### src/rtl/seq_divider_pkg.sv
// seq_divider_pkg: shared types and constants for the sequential divider.
//   state_t      - controller states (IDLE, CALC, FINISH), 2-bit encoding
//   DIV_N        - default operand width
//   cnt_width()  - width of the iteration counter for an N-bit divider
package seq_divider_pkg;

  typedef enum logic [1:0] {
    IDLE   = 2'd0,
    CALC   = 2'd1,
    FINISH = 2'd2
  } state_t;

  localparam int DIV_N = 8;

  // Counter runs N-1 down to 0, so $clog2(N) bits suffice for N >= 2.
  function automatic int cnt_width(input int n);
    return (n <= 1) ? 1 : $clog2(n);
  endfunction

endpackage

### src/rtl/seq_divider_div_step.sv
// div_step: one combinational restoring-division iteration.
//   rem       in  N  current partial remainder (always < divisor)
//   bit_in    in  1  next dividend bit, shifted into the remainder LSB
//   divisor   in  N  divisor
//   rem_next  out N  partial remainder after the trial subtraction
//   qbit      out 1  quotient bit produced by this iteration
module div_step #(
  parameter int N = 8
) (
  input  logic [N-1:0] rem,
  input  logic         bit_in,
  input  logic [N-1:0] divisor,
  output logic [N-1:0] rem_next,
  output logic         qbit
);

  // Trial value is N+1 bits wide so a set divisor MSB cannot overflow it.
  logic [N:0] trial;

  always_comb begin
    trial = {rem, bit_in};
    qbit  = (trial >= {1'b0, divisor});
    // Since rem < divisor, trial < 2*divisor and the restored result is
    // below divisor, so doing the subtraction in N bits loses nothing.
    rem_next = trial[N-1:0] - (qbit ? divisor : {N{1'b0}});
  end

endmodule

### src/rtl/seq_divider.sv
// seq_divider: iterative unsigned restoring divider, one quotient bit per clock.
//   clk          in  1  clock, rising edge
//   rst          in  1  synchronous active-high reset
//   start        in  1  request a division (sampled only while not busy)
//   dividend     in  N  numerator, latched on the accepting edge
//   divisor      in  N  denominator, latched on the accepting edge
//   busy         out 1  division in progress (CALC and FINISH)
//   done         out 1  one-cycle result-valid pulse
//   quotient     out N  dividend / divisor (all ones on divide by zero)
//   remainder    out N  dividend % divisor (dividend on divide by zero)
//   div_by_zero  out 1  last result was a divide by zero
// Optional: define SEQ_DIVIDER_CHECK_EN to compile in simulation assertions.
module seq_divider
  import seq_divider_pkg::*;
#(
  parameter int N = DIV_N
) (
  input  logic         clk,
  input  logic         rst,
  input  logic         start,
  input  logic [N-1:0] dividend,
  input  logic [N-1:0] divisor,
  output logic         busy,
  output logic         done,
  output logic [N-1:0] quotient,
  output logic [N-1:0] remainder,
  output logic         div_by_zero
);

  localparam int CW = cnt_width(N);

  state_t        state_reg;
  logic [N-1:0]  rem_reg;
  logic [N-1:0]  shift_reg;     // dividend bits out at MSB, quotient bits in at LSB
  logic [N-1:0]  divisor_reg;
  logic [CW-1:0] cnt_reg;
  logic          busy_reg;
  logic          done_reg;
  logic          dbz_reg;
  logic [N-1:0]  quotient_reg;
  logic [N-1:0]  remainder_reg;

  logic [N-1:0]  rem_next;
  logic          qbit_next;

  div_step #(.N(N)) u_step (
    .rem      (rem_reg),
    .bit_in   (shift_reg[N-1]),
    .divisor  (divisor_reg),
    .rem_next (rem_next),
    .qbit     (qbit_next)
  );

  always_ff @(posedge clk) begin
    if (rst) begin
      state_reg     <= IDLE;
      rem_reg       <= '0;
      shift_reg     <= '0;
      divisor_reg   <= '0;
      cnt_reg       <= '0;
      busy_reg      <= 1'b0;
      done_reg      <= 1'b0;
      dbz_reg       <= 1'b0;
      quotient_reg  <= '0;
      remainder_reg <= '0;
    end else begin
      case (state_reg)
        IDLE: begin
          if (start) begin
            divisor_reg <= divisor;
            busy_reg    <= 1'b1;
            if (divisor == '0) begin
              // Result is known immediately; publish it on this edge.
              state_reg     <= FINISH;
              done_reg      <= 1'b1;
              dbz_reg       <= 1'b1;
              quotient_reg  <= '1;
              remainder_reg <= dividend;
            end else begin
              state_reg <= CALC;
              rem_reg   <= '0;
              shift_reg <= dividend;
              cnt_reg   <= CW'(N - 1);
            end
          end
        end
        CALC: begin
          rem_reg   <= rem_next;
          shift_reg <= {shift_reg[N-2:0], qbit_next};
          cnt_reg   <= cnt_reg - 1'b1;
          if (cnt_reg == '0) begin
            state_reg     <= FINISH;
            done_reg      <= 1'b1;
            dbz_reg       <= 1'b0;
            quotient_reg  <= {shift_reg[N-2:0], qbit_next};
            remainder_reg <= rem_next;
          end
        end
        FINISH: begin
          state_reg <= IDLE;
          done_reg  <= 1'b0;
          busy_reg  <= 1'b0;
        end
        default: begin
          state_reg <= IDLE;
          done_reg  <= 1'b0;
          busy_reg  <= 1'b0;
        end
      endcase
    end
  end

  assign busy        = busy_reg;
  assign done        = done_reg;
  assign quotient    = quotient_reg;
  assign remainder   = remainder_reg;
  assign div_by_zero = dbz_reg;

`ifdef SEQ_DIVIDER_CHECK_EN
  // Shadow copy of the accepted dividend, used only by the checks below.
  logic [N-1:0] dividend_chk_reg;

  always_ff @(posedge clk) begin
    if (rst) begin
      dividend_chk_reg <= '0;
    end else if (state_reg == IDLE && start) begin
      dividend_chk_reg <= dividend;
    end
  end

  a_result_ok: assert property (@(posedge clk) disable iff (rst)
    (done && !div_by_zero) |->
      (({{N{1'b0}}, quotient} * {{N{1'b0}}, divisor_reg} + {{N{1'b0}}, remainder})
         == {{N{1'b0}}, dividend_chk_reg}) && (remainder < divisor_reg));

  a_done_single: assert property (@(posedge clk) disable iff (rst)
    done |=> !done);

  a_operands_stable: assert property (@(posedge clk) disable iff (rst)
    (busy && start) |=> ($stable(divisor_reg) && $stable(dividend_chk_reg)));
`endif

endmodule

### config.mk
export PLATFORM = sky130hd
export DESIGN_NAME = seq_divider
export DESIGN_NICKNAME = d
export VERILOG_FILES = /design/src/rtl/seq_divider_pkg.sv /design/src/rtl/seq_divider_div_step.sv /design/src/rtl/seq_divider.sv
export SDC_FILE = /design/constraint.sdc
export NUM_CORES = 1
export LEC_CHECK = 0
export CELL_PAD_IN_SITES_DETAIL_PLACEMENT = 1
export CELL_PAD_IN_SITES_GLOBAL_PLACEMENT = 2
export CORE_MARGIN = 4
export CORE_UTILIZATION = 31
export CTS_CLUSTER_SIZE = 40
export DETAILED_ROUTE_END_ITERATION = 8
export GPL_ROUTABILITY_DRIVEN = 1
export PLACE_DENSITY_LB_ADDON = 0.1
export SYNTH_ARGS = -nofsm -noshare
export SYNTH_HDL_FRONTEND = slang
export SYNTH_SLANG_ARGS = --single-unit
### constraint.sdc
create_clock -name clk -period 4.1 [get_ports clk]
set_input_delay 0.82 -clock clk [delete_from_list [all_inputs] [get_ports clk]]
set_output_delay 0.82 -clock clk [all_outputs]
set_load 0.05 [all_outputs]
==> results of run 1 <==
[synth_stat cells, drive strengths merged (3+ instances only)]
cell,instances
clkbuf,10
dfxtp,48
ha,18
nor3,10
nor2,52
buf,6
a21oi,30
o21ai,7
a21o,3
a31oi,3
a22oi,8
or3,3
a211oi,12
nor2b,4
inv,16
nor3b,3
nand2,32
[cell families (layout without fill, tap and decap cells)]
kind of cell             Yosys count  after routing  synth area share (%)
multiplexers                       3              3                  1.29
XOR/XNOR                           2              2                 0.724
AND/OR/NAND/NOR                  115            115                  21.0
flip-flops                        48             48                  39.7
buffers and inverters             32             66                  5.89
adder cells (fa/ha/maj)           19             19                  10.1
AO/OA/AOI/OAI                     76             76                  21.2
[power groups by stage]
stage | Clock (uW) | Combinational (uW) | Sequential, uW
2_1_floorplan | 0 | 485 | 648
3_3_place_gp | 0 | 700 | 594
3_5_place_dp | 0 | 705 | 594
4_1_cts | 438 | 712 | 584
5_1_grt | 456 | 798 | 592
6_report | 425 | 703 | 582
[layout make-up]
| class | count | area share [%] |
|---|---|---|
| timing repair buffer | 42 | 13.6 |
| inverter | 16 | 2.00 |
| clock inverter | 3 | 2.29 |
| sequential | 48 | 32.0 |
| clock buffer | 5 | 2.29 |
| tap | 99 | 4.12 |
| multi-input combinational | 215 | 43.8 |
[worst max-delay path, stage by stage (launching register included)]
cell and delay [ns]:
dfxtp_1 0.35, inv_1 0.08, ha_1 0.27, nand2b_4 0.13, a2111o_1 0.42, a21o_1 0.18, or3_1 0.47, nand2_1 0.21
ha_1 0.25, nor2b_1 0.14, o31a_1 0.27, o21ai_0 0.24, nand2_1 0.08, mux2_2 0.31, a211oi_2 0.18
[per-layer routing]
metal / share of wire (%) / track usage, % / up-vias
met5: 0 / 0 / -
li1: - / - / 1091
met1: 49 / 20.8 / 1026
met2: 47 / 25.5 / 23
met3: 2.7 / 3.36 / 9
met4: 1.3 / 5.14 / 0
[final timing paths]
check	end	slack (ns)	cells past startpoint
hold / removal	div_by_zero$_SDFFE_PP0P_	0.47	2
hold reg to reg	div_by_zero$_SDFFE_PP0P_	0.47	2
setup / recovery	remainder[7]$_SDFFE_PP0P_	0.44	14
setup reg to reg	remainder[7]$_SDFFE_PP0P_	0.44	14
[metrics by stage]
step | worst slack [ns] | instances | hold WS, ns | area [um2]
after global placement | 0.509 | 420 | 0.448 | 2870
after floorplan | 0.811 | 295 | 0.456 | 2420
final | 0.441 | 428 | 0.467 | 3010
after CTS | 0.422 | 428 | 0.476 | 3010
after global routing | 0.161 | 428 | 0.498 | 3010
after detailed placement | 0.469 | 420 | 0.456 | 2870
==> impl_metrics.yaml, run 1 <==
clocking:
  root_buffer: "clkbuf_8"
  htree_levels: 2
  clkTransAtPathRegs_ns: 0.10
  cts.hold.buffers_added: 0
  clockBufferDepth: 2
  postCtsSetupBuffers: 0
  cts_sinks: 48
  cts_tree: "built"
  clk_latency_ns: 0.31
  postCtsResizedCells: 0
  cts_buffers: 5
power_and_ir_drop:
  seqPwrFrac_pct: 34.0
  power.switching_uw: 653
  total_power_uw: 1710
  ir_drop_mv: 0.170
  leakagePower_uw: 0.00114
  power.internal_uw: 1060
  switching_share_pct: 38.1
  clkPwrFrac_pct: 24.9
  powerDensity_nw_per_um2: 569
  p_comb_share_pct: 41.1
synthesis:
  netlist_instances: 295
  synth_area_leaders: "dfxtp_1 (40%), ha_1 (9.3%), nor2_1 (7.9%)"
  ys_async_sr_fraction_pct: 0
  synth.top_cell.area_share_pct: 39.7
  yosys_most_used_dff: "dfxtp_1"
  yosysUniqueCellTypes: 44
  synth_nets: 333
  synth_top_area_cell: "dfxtp_1"
  synth-seq-cells: 48
  yosys_warnings: 0
  seq_area_frac_synth_pct: 39.7
  synth-edff-count: 0
  syn_area_per_cell_um2: 8.20
  netlist_area_um2: 2420
flow_run:
  maxCapViolCount: 0
setup_path:
  worst-setup-path-type: "flip-flop to flip-flop"
  critPathLaunchType: "flip-flop"
  r2r_start: "shift_reg[7]$_SDFFE_PP0P_"
  worst-endpoint-arrival_ns: 3.89
  critPathLaunch: "shift_reg[7]$_SDFFE_PP0P_"
  worstSetupEndpointType: "flip-flop"
  required_ns: 4.33
  worstPathMaxFanout: 9
final_layout:
  seqCellArea_um2: 961
  antenna_cells: 0
  nets: 366
  layout_commonest_cell: "nor2_1"
  layout_common_cells: "nor2_1 (51), dfxtp_1 (48), clkdlybuf4s50_1 (37)"
  syn_to_final_growth_pct: 24.3
  post-route-util_pct: 40.6
  num-fill-cells: 904
  multi_input_area_um2: 1320
  final_layout_size_suffix_gt1_share_pct: 6.69
global_routing:
  antenna_found_initial: 0
  grt_use_total_pct: 15.7
  grt_pass1_vias: 2208
  grt_start_max_net_pins: 49
  overflow: 0
  grt_first_pass_wirelength_um: 11100
detailed_routing:
  drt_iter0_markers: 59
  postRouteAntennaNets: 0
  vias: 2149
  routedWlPerCell_um: 15.6
  wl_um: 6670
  drtPass1Iterations: 4
  drcViolationCount: 0
  avgViaCountPerCell: 5.02
timing:
  min_period_over_period_pct: 89.3
  min_period_ns: 3.66
  rsz0062_at_grt: "false"
  maxSlewViolCount: 0
  tightest_slew_ns: 0.724
  fmax_mhz: 273
  finalSetupTns_ns: 0
  setup_viol: 0
  relSlewSlack_pct: 51.3
  hold_viol: 0
  skew_ns: 0.0118
min_path:
  hp-start: "div_by_zero$_SDFFE_PP0P_"
  min_path_type: "flip-flop to flip-flop"
outcome:
  status: "finished clean"
placement:
  hpwl_um: 4940
  portBuffers: 37
  gp_congestion: 0.790
floorplanning:
  core_um2: 7410
  die_area_um2: 9280
  rows: 31
  die_w_um: 96.4
  io_pins: 38
  die_h_um: 96.4
  start_util_pct: 32.7
Note: power is estimated with default switching activity, not from simulation.
==> run 2: changes to the inputs <==
Settings changed: TNS_END_PERCENT set to 20.
==> results of run 2 <==
No change in the layout: final DEF, timing and power equal those of run 1.
==> run 3: changes to the inputs <==
Settings changed: CTS_CLUSTER_SIZE 40 to unset, PLACE_DENSITY set to 0.74, PLACE_DENSITY_LB_ADDON 0.1 to unset, SKIP_LAST_GASP set to 1.
==> run 3 against run 2 <==
  * Worst hold slack gained 0.00096 ns
  * Clock power is 32% lower
  * Total power shrank 7.9%
  * Non-clock buffer count is the same
  * Highest routed layer unchanged
  * Sequential share of layout area rose by 0.54 points
  * Global-route usage shrank 0.59 points
  * Flip-flop and latch count unchanged
  * Combinational power barely moved
  * First-iteration DRC count is 29% higher
==> impl_metrics.yaml, run 3 (synthesis gave the netlist of run 1 again) <==
clocking:
  clockBufferDepth: 2
  root_buffer: "clkbuf_8"
  clkTransAtPathRegs_ns: 0.10
  cts_sinks: 48
  htree_levels: 2
  postCtsSetupBuffers: 0
  cts_tree: "built"
  cts.hold.buffers_added: 0
  postCtsResizedCells: 0
  cts_buffers: 5
  clk_latency_ns: 0.31
final_layout:
  final_layout_size_suffix_gt1_share_pct: 6.69
  nets: 366
  layout_common_cells: "nor2_1 (51), dfxtp_1 (48), clkdlybuf4s50_1 (37)"
  antenna_cells: 0
  post-route-util_pct: 39.9
  post-route-cell-area_um2: 2960
  layout_commonest_cell: "nor2_1"
  layout.cells.non_filler: 428
  syn_to_final_growth_pct: 22.2
setup_path:
  crit_path_top_delay_cell: "or3_1"
  worst-setup-path-type: "flip-flop to flip-flop"
  r2r_end: "remainder[7]$_SDFFE_PP0P_"
  path_common_cell: "ha_1"
  cp_num_buf_inv: 1
  path_cells: "inv_1 > ha_1 > nand2b_4 > a2111o_1 > a21o_1 > or3_1 > and2_2 > ha_1 > nor2b_1 > o31a_1 > o21ai_0 > or2_2 > mux2_2 > a211oi_2"
  required_ns: 4.34
  critical-path-max-stage-delay_ns: 0.48
  r2r_cells: 14
  worstSetupEndpointType: "flip-flop"
  cp_top_family: "simple AND/OR/NAND/NOR gates"
  critPathLaunchType: "flip-flop"
  critPathLaunch: "shift_reg[7]$_SDFFE_PP0P_"
  r2r_slack_ns: 0.42
  worstPathMaxFanout: 9
  worst-endpoint-arrival_ns: 3.92
  r2r_start: "shift_reg[7]$_SDFFE_PP0P_"
detailed_routing:
  drcViolationCount: 0
  avgViaCountPerCell: 5.06
  drt_iter0_markers: 76
  vias: 2167
  postRouteAntennaNets: 0
  drtPass1Iterations: 4
  wl_um: 6540
  routedWlPerCell_um: 15.3
timing:
  finalSetupTns_ns: 0
  min_period_ns: 3.68
  setup_viol: 0
  hold_viol: 0
  tightest_slew_ns: 0.772
  min_period_over_period_pct: 89.8
  maxSlewViolCount: 0
  skew_ns: 0.00797
  fmax_mhz: 272
  relSlewSlack_pct: 48.1
  rsz0062_at_grt: "false"
  hold_slack_ns: 0.468
placement:
  dpl-instance-area_um2: 2870
  dp.cells: 420
  hpwl_um: 4810
  portBuffers: 37
  gp_congestion: 0.804
global_routing:
  grt_use_total_pct: 15.1
  grt_pass1_vias: 2168
  overflow: 0
  grt_start_max_net_pins: 49
  grt_first_pass_wirelength_um: 10700
  antenna_found_initial: 0
flow_run:
  maxCapViolCount: 0
power_and_ir_drop:
  powerDensity_nw_per_um2: 533
  p_comb_share_pct: 44.6
  ir_drop_mv: 0.235
  seqPwrFrac_pct: 37.0
  clkPwrFrac_pct: 18.4
  power.internal_uw: 931
  switching_share_pct: 40.9
  power.switching_uw: 645
  leakagePower_uw: 0.00111
min_path:
  min_path_type: "flip-flop to flip-flop"
  hp-start: "div_by_zero$_SDFFE_PP0P_"
  min_to: "div_by_zero$_SDFFE_PP0P_"
  holdPathStages: 2
floorplanning:
  start_util_pct: 32.7
  die_w_um: 96.4
  core_um2: 7410
  io_pins: 38
  die_area_um2: 9280
  rows: 31
  die_h_um: 96.4
outcome:
  status: "finished clean"
==> run 3: changes by cell type in the layout (fill, tap and decap cells not counted) <==
| cell | previous run | this run |
|---|---|---|
| inv_6 | 1 | 0 |
| bufinv_16 | 2 | 0 |
| clkinv_4 | 0 | 1 |
| clkinv_2 | 0 | 2 |
==> run 3: worst max path at each step <==
stage,slack (ns),cells past startpoint,endpoint
final,0.42,14,remainder[7]$_SDFFE_PP0P_
after global routing,0.17,16,remainder[6]$_SDFFE_PP0P_
after CTS,0.41,14,remainder[7]$_SDFFE_PP0P_
after detailed placement,0.44,14,remainder[7]$_SDFFE_PP0P_
after global placement,0.53,14,remainder[7]$_SDFFE_PP0P_
after floorplan,0.81,15,remainder[7]$_SDFFE_PP0P_
==> run 3: per-stage QoR <==
| step | total power, uW | worst slack, ns |
|---|---|---|
| after CTS | 1600 | 0.410 |
| after floorplan | 1130 | 0.811 |
| after detailed placement | 1300 | 0.438 |
| after global placement | 1290 | 0.527 |
| final | 1580 | 0.419 |
| after global routing | 1710 | 0.166 |
==> run 3: cell type report <==
type	instances	area (um2)
fill	903	4450
multi-input combinational	215	1320
sequential	48	961
timing repair buffer	42	408
tap	99	124
clock buffer	5	68.8
inverter	16	60.1
clock inverter	3	18.8
==> run 3: worst min-delay path: stages, from the launching register on <==
cell and delay (ns):
dfxtp_1 0.32, nand2_1 0.05, a21oi_1 0.05
==> run 3: routing by layer <==
metal  share of wire, %  routed length (um)  vias to the layer above  GRT usage (%)
met5                  0                   0                        -              0
met4               0.80                  52                        0           3.15
met3                2.7                 178                        4           3.60
met2                 48                3150                       27           25.0
met1                 48                3160                     1049           20.1
li1                   -                   -                     1087              -
==> run 3: power by group through the flow <==
| stage | Clock (uW) | Sequential, uW | Combinational [uW] |
|---|---|---|---|
| final | 290 | 583 | 703 |
| after global routing | 323 | 593 | 792 |
| after detailed placement | 0 | 595 | 704 |
| after floorplan | 0 | 648 | 485 |
| after CTS | 306 | 585 | 709 |
| after global placement | 0 | 594 | 698 |
